`config.mk`:
```
export PLATFORM = sky130hd
export DESIGN_NAME = fetch_stage_flat
export DESIGN_NICKNAME = d
export VERILOG_FILES = /design/src/rtl/fetch_stage_pkg.sv /design/src/rtl/fetch_stage_if.sv /design/src/rtl/fetch_stage_pc_reg.sv /design/src/rtl/fetch_stage.sv /design/src/flat_wrapper.sv
export SDC_FILE = /design/constraint.sdc
export NUM_CORES = 1
export LEC_CHECK = 0
export BUFFER_PORTS_ARGS = -buffer_cell sky130_fd_sc_hd__buf_2
export CORE_ASPECT_RATIO = 1.1
export CORE_MARGIN = 3
export CORE_UTILIZATION = 50
export DETAILED_ROUTE_END_ITERATION = 10
export GPL_ROUTABILITY_DRIVEN = 0
export HOLD_SLACK_MARGIN = 0.12
export PLACE_DENSITY = 0.84
export RECOVER_POWER = 100
export REMOVE_ABC_BUFFERS = 1
export SLEW_MARGIN = 20
export SYNTH_ARGS = -nofsm -noshare
export SYNTH_HDL_FRONTEND = slang
export SYNTH_SLANG_ARGS = --single-unit
export TNS_END_PERCENT = 10
```
`constraint.sdc`:
```
create_clock -name clk -period 2 [get_ports clk]
set_input_delay 0.2 -clock clk [delete_from_list [all_inputs] [get_ports clk]]
set_output_delay 0.2 -clock clk [all_outputs]
set_load 0.01 [all_outputs]
```
`src/rtl/fetch_stage_pkg.sv`:
```
// Shared definitions for the instruction-fetch stage: state encoding and
// default values for the PC, PC increment and the bubble instruction.
package fetch_stage_pkg;

  typedef enum logic [1:0] {
    ST_FETCH  = 2'd0,
    ST_WAIT   = 2'd1,
    ST_VALID  = 2'd2,
    ST_HALTED = 2'd3
  } fetch_state_e;

  localparam logic [15:0] RESET_PC_DEF  = 16'h0000;
  localparam logic [15:0] PC_INC_DEF    = 16'd2;
  localparam logic [15:0] NOP_INSTR_DEF = 16'h0800;

endpackage

```
`src/rtl/fetch_stage_if.sv`:
```
// Instruction-memory request/response bus: req/ready request handshake plus
// an rvalid-qualified response. Fetch is the master, memory the slave.
interface fetch_stage_if;
  logic        req;
  logic [15:0] addr;
  logic        ready;
  logic        rvalid;
  logic [15:0] rdata;

  modport master (output req, addr, input ready, rvalid, rdata);
  modport slave  (input req, addr, output ready, rvalid, rdata);
endinterface

```
`src/rtl/fetch_stage_pc_reg.sv`:
```
// 16-bit address register with synchronous reset and enable; loads either an
// explicit value or its own value plus INC (wrapping modulo 2^16).
module fetch_stage_pc_reg #(
  parameter logic [15:0] RESET_VAL = 16'h0000,
  parameter logic [15:0] INC       = 16'd2
) (
  input  logic        clk,
  input  logic        rst,
  input  logic        en,
  input  logic        load,
  input  logic [15:0] load_val,
  output logic [15:0] q
);

  // NOTE: non-blocking assignment so every register samples pre-edge values.
  always_ff @(posedge clk) begin
    if (rst)
      q <= RESET_VAL;
    else if (en)
      q <= load ? load_val : q + INC;
  end

endmodule

```
`src/rtl/fetch_stage.sv`:
```
// Instruction-fetch stage: owns the PC, issues one imem request at a time and
// presents the fetched word to decode until it is accepted.
module fetch_stage
  import fetch_stage_pkg::*;
#(
  parameter logic [15:0] RESET_PC  = RESET_PC_DEF,
  parameter logic [15:0] PC_INC    = PC_INC_DEF,
  parameter logic [15:0] NOP_INSTR = NOP_INSTR_DEF
) (
  input  logic                 clk,
  input  logic                 rst,
  input  logic                 stall,
  input  logic                 halt,
  input  logic                 redirect_valid,
  input  logic [15:0]          redirect_pc,
  fetch_stage_if.master        imem,
  output logic                 instr_valid,
  output logic [15:0]          instruction,
  output logic [15:0]          pc_out,
  output logic [15:0]          pc_plus2,
  output logic                 halted,
  output logic                 err
);

  fetch_state_e state;
  logic         squash;
  logic [15:0]  pc;
  logic [15:0]  req_pc;
  logic [15:0]  instr_q;
  logic         redirect_eff;
  logic         fetch_accept;
  logic         resp_take;

  assign redirect_eff = redirect_valid && (state != ST_HALTED);
  // A redirect in FETCH suppresses the request so the stale PC never reaches memory.
  assign imem.req     = !rst && (state == ST_FETCH) && !redirect_valid;
  assign imem.addr    = pc;
  assign fetch_accept = imem.req && imem.ready;
  assign resp_take    = (state == ST_WAIT) && imem.rvalid && !squash && !redirect_valid;

  fetch_stage_pc_reg #(.RESET_VAL(RESET_PC), .INC(PC_INC)) u_pc (
    .clk(clk), .rst(rst), .en(fetch_accept || redirect_eff), .load(redirect_eff),
    .load_val(redirect_pc), .q(pc)
  );

  fetch_stage_pc_reg #(.RESET_VAL(16'h0000), .INC(PC_INC)) u_req_pc (
    .clk(clk), .rst(rst), .en(fetch_accept), .load(1'b1), .load_val(pc), .q(req_pc)
  );

  fetch_stage_pc_reg #(.RESET_VAL(16'h0000), .INC(PC_INC)) u_pc_out (
    .clk(clk), .rst(rst), .en(resp_take), .load(1'b1), .load_val(req_pc), .q(pc_out)
  );

  always_ff @(posedge clk) begin
    if (rst) begin
      state   <= ST_FETCH;
      squash  <= 1'b0;
      // NOTE: instr_q is masked while invalid, but resetting it keeps X out of debug views.
      instr_q <= NOP_INSTR;
      err     <= 1'b0;
    end else begin
      err <= imem.rvalid && (state != ST_WAIT);
      unique case (state)
        ST_FETCH:
          if (fetch_accept) state <= ST_WAIT;
        ST_WAIT:
          // A redirect coinciding with the response drops it rather than waiting forever.
          if (imem.rvalid) begin
            squash <= 1'b0;
            state  <= (squash || redirect_valid) ? ST_FETCH : ST_VALID;
            if (resp_take) instr_q <= imem.rdata;
          end else if (redirect_valid) begin
            squash <= 1'b1;
          end
        ST_VALID:
          if (redirect_valid)
            state <= ST_FETCH;
          else if (!stall)
            state <= halt ? ST_HALTED : ST_FETCH;
        ST_HALTED: ;
        default: state <= ST_FETCH;
      endcase
    end
  end

  assign instr_valid = (state == ST_VALID);
  assign halted      = (state == ST_HALTED);
  assign instruction = instr_valid ? instr_q : NOP_INSTR;
  assign pc_plus2    = pc_out + PC_INC;

endmodule

```
`src/flat_wrapper.sv`:
```
// flat-port wrapper written by rule: the top's interface ports become plain ports
module fetch_stage_flat import fetch_stage_pkg::*;
#(
  parameter logic [15:0] RESET_PC  = RESET_PC_DEF,
  parameter logic [15:0] PC_INC    = PC_INC_DEF,
  parameter logic [15:0] NOP_INSTR = NOP_INSTR_DEF
)
  (clk, rst, stall, halt, redirect_valid, redirect_pc, instr_valid, instruction, pc_out, pc_plus2, halted, err, imem_req, imem_addr, imem_ready, imem_rvalid, imem_rdata);
  fetch_stage_if imem_i ();
  input  logic clk;
  input  logic rst;
  input  logic stall;
  input  logic halt;
  input  logic redirect_valid;
  input  logic [15:0] redirect_pc;
  output logic instr_valid;
  output logic [15:0] instruction;
  output logic [15:0] pc_out;
  output logic [15:0] pc_plus2;
  output logic halted;
  output logic err;
  output wire logic [$bits(imem_i.req)-1:0] imem_req;
  output wire logic [$bits(imem_i.addr)-1:0] imem_addr;
  input wire logic [$bits(imem_i.ready)-1:0] imem_ready;
  input wire logic [$bits(imem_i.rvalid)-1:0] imem_rvalid;
  input wire logic [$bits(imem_i.rdata)-1:0] imem_rdata;
  assign imem_req = imem_i.req;
  assign imem_addr = imem_i.addr;
  assign imem_i.ready = imem_ready;
  assign imem_i.rvalid = imem_rvalid;
  assign imem_i.rdata = imem_rdata;
  fetch_stage #(.RESET_PC(RESET_PC), .PC_INC(PC_INC), .NOP_INSTR(NOP_INSTR)) u_core (.clk(clk), .rst(rst), .stall(stall), .halt(halt), .redirect_valid(redirect_valid), .redirect_pc(redirect_pc), .imem(imem_i), .instr_valid(instr_valid), .instruction(instruction), .pc_out(pc_out), .pc_plus2(pc_plus2), .halted(halted), .err(err));
endmodule
```
==> flow_metrics.tcl <==
set metrics [dict create \
    status "finished, final reports clean" \
    seq_area_um2 1380 \
    multi_input_comb_area_um2 1690 \
    clock-skew-final_ps 8.23 \
    synth_top_area_cell "dfxtp_1" \
    final_routed_drc_violation_total 0 \
    pin_count 107 \
    internal_power_mw 2.22 \
    grt_overflow 0 \
    power.switching_fraction_pct 25.8 \
    row_count 29 \
    top_layer "met4" \
    critical_path.endpoint_type "output pin" \
    numCtsBuffers 9 \
    worst_skew_pair_latency_ps 340 \
    mappedNetlistArea_um2 3180 \
    switchingPower_uw 773 \
    critical_path_arrival_ps 1700 \
    slew_violations 0 \
    synthesis.instances 398 \
    clkTransAtPathRegs_ps 70 \
    synth_top_family_by_area "simple AND/OR/NAND/NOR gates" \
    critPathKind "register to output pin" \
    share_seq_of_total_power_pct 48.8 \
    ys_ff_latch 68 \
    synthSimpleGateAreaFrac_pct 30.0 \
    tightest_slew_ps 487 \
    yosys.area.top_type_share_pct 42.8 \
    gr-usage-all-layers_pct 23.8 \
    synth_compound_area_share_pct 14.6 \
    worst_slew_margin_rel_pct 67.5 \
    grt_antenna_before_repair 0 \
    timing.critical_path.required_ps 1800 \
    hold_viol_final 0 \
    met3_wirelength_um 548 \
    postPlaceCellArea_um2 3780 \
    power.share.combinational_pct 12.5 \
    post_drt_wl_per_cell_um 14.1 \
    final_period_minus_worst_setup_slack_ps 1900 \
    layout_stage_area_growth_over_the_synthesis_result_pct 32.4 \
    rr_worst_depth 7 \
    final_net_count 566 \
    power.density_nw_per_um2 710 \
    worst_ir_drop_on_vdd_uv 589 \
    cts_root_buffer "clkbuf_8" \
    maximum_buffer_depth_of_the_clock_tree 2 \
    die_x_um 82.1 \
    post_synth_xor_area_fraction_pct 5.23 \
    placed_cells 566 \
    wl_met1_um 3430 \
    synth_fa_ha_area_share_pct 2.36 \
    instances_no_fill 603 \
    die_height_um 89.7 \
    worst_hold_slack_ps 134 \
    total_inserted_antenna_cells 0 \
    detailedRoute.firstPassIterationCount 4 \
    synth.top_cells.by_area "dfxtp_1, nand2_1, a21oi_1, xnor2_1, and2_1" \
    leakage_nw 1.77 \
    crit_path_start_kind "register" \
    hold_class "primary input to register" \
    final_design_area_no_fill_um2 4210 \
    placement.io_buffers 106 \
    drt_iter0_drc 184 \
    synth.yosys.warnings 0 \
    setup_tns_after_final_layout_ps 0 \
    grt_start_max_net_pins 50 \
    mux_share_of_post_synthesis_cell_area_pct 0.314 \
    ant_nets 0 \
    cts_max_level 3 \
    fraction_of_layout_instances_using_a_drive_strength_above_1_pct 28.1 \
    fp.dieArea_um2 7360 \
    routed-via-count 3216 \
    finalSetupViolations 0 \
    max-cap-violations 0 \
    holdPathStages 3 \
    route.met2.wl_um 4230 \
    critPathMaxFanout 6 \
    first_pass_grt_wire_length_um 13600 \
    start_util_pct 53.5 \
    synth-seq-area-share_pct 42.8 \
    vias_per_cell 5.33 \
    post_dp_hpwl_um 5670 \
    grt_setup_unrepaired "yes" \
    cts.sink_count 68 \
    core_area_um2 5950 \
    clock_power_share_pct 38.7 \
    synth.distinct_cells 45 \
    grt_pass1_vias 2975 \
    layout.filler_cells 472 \
    fin_crit_sh_pct 94.9 \
    synthesis.area_per_instance_um2 8.00 \
    report.power.total_mw 2.99 \
    routed_wl_um 8490 \
    maxClockFrequency_mhz 527 \
    cts_tree "built" \
]
## stage by stage
step                util (%)  worst slack [ps]
floorplan                  -              -612
global placement        63.5               252
detailed placement      63.5               159
CTS                     70.5              14.2
global route            70.8             -24.3
finish                  70.8               102
## flip-flops by register name, indices dropped and copies added (netlist names)
name and count:
u_core.instr_q 16, u_core.u_pc.q 16, u_core.u_pc_out.q 16, u_core.u_req_pc.q 16, u_core.state 2, u_core.err 1, u_core.squash 1
## layout by cell type, fill, tap and decap left out, types with 3 or more instances in the layout
cell	synthesis	final
a211oi_1	7	7
a21oi_1	51	51
a31oi_1	4	4
and2_1	17	17
and3_1	3	3
and4_1	6	5
buf_2	4	103
buf_4	2	13
clkbuf_1	19	5
clkbuf_8	0	11
dfxtp_1	68	63
dfxtp_4	0	4
dlygate4sd3_1	0	20
ha_1	6	5
inv_1	6	6
nand2_1	108	108
nand2b_1	3	3
nand3_1	13	13
nand4_1	5	5
nor2_1	15	14
nor3_1	5	3
nor3_2	2	4
o21bai_1	3	3
or3_1	3	3
xnor2_1	14	14
xor2_1	5	5
## cell type report
cell class	count	share of cell area, %
Clock buffer	13	3.77
Clock inverter	3	1.07
Inverter	6	0.535
Multi-Input combinational cell	297	40.1
Sequential cell	68	32.7
Tap cell	77	2.29
Timing Repair Buffer	139	19.6
## power groups by stage
stage | combinational (mW) | clock (mW) | sequential [mW]
final | 0.373 | 1.16 | 1.46
after global routing | 0.415 | 1.22 | 1.47
after CTS | 0.372 | 1.16 | 1.46
after detailed placement | 0.339 | 0 | 1.49
after global placement | 0.329 | 0 | 1.49
after floorplan | 0.179 | 0 | 1.49
## per-layer routing
metal,up-vias,track usage [%]
met5,-,0
met4,0,13.6
met3,28,3.79
met2,130,39.7
met1,1460,29.1
li1,1598,-
## path summary, 6_finish.rpt
check	startpoint	end	slack (ps)
worst min register to register	u_core.instr_q[1]	u_core.instr_q[1]	450
worst min-delay path	redirect_pc[9]	u_core.u_pc.q[9]	130
worst max-delay path	u_core.u_pc_out.q[2]	pc_plus2[11]	100
worst max register to register	u_core.state[0]	u_core.u_pc.q[11]	140
## kinds of logic (layout without fill, tap and decap cells)
group           Yosys count  after routing
compound gates           76             76
xor+xnor                 19             19
buf+inv                  33            161
simple gates            195            195
flops                    68             68
fa+ha+maj                 6              6
mux                       1              1
## repair_timing
| item | 4_1_cts | 5_1_grt |
|---|---|---|
| hold buffers | 20 | 0 |
| endpoints found under the setup margin | 1 | 8 |
| pin swaps | 0 | 3 |
| endpoints found under the hold margin | 20 | 0 |
| buffers inserted | 1 | 0 |
| gates resized for setup | 4 | 10 |
## cell usage after synthesis (all sizes together)
cell type  number
nand2         108
dfxtp          68
a21oi          51
clkbuf         19
and2           17
nor2           15
xnor2          14
nand3          13
a211oi          8
buf             8
nor3            7
and4            6
ha              6
inv             6
nand4           6
xor2            5
a31oi           4
o21ai           4
a2111oi         3
and3            3
nand2b          3
nor4            3
o21bai          3
or3             3
a311oi          2
nor2b           2
nor3b           2
a22oi           1
and3b           1
and4bb          1
mux2i           1
nand3b          1
nand4b          1
nand4bb         1
or2             1
or4             1
## critical path: stages, from the launching register on
cell	delay, ps
dfxtp_1	440
ha_2	270
and3_1	230
nand4_1	130
xnor2_1	150
buf_2	140
Power figures use the tool's default switching activity.
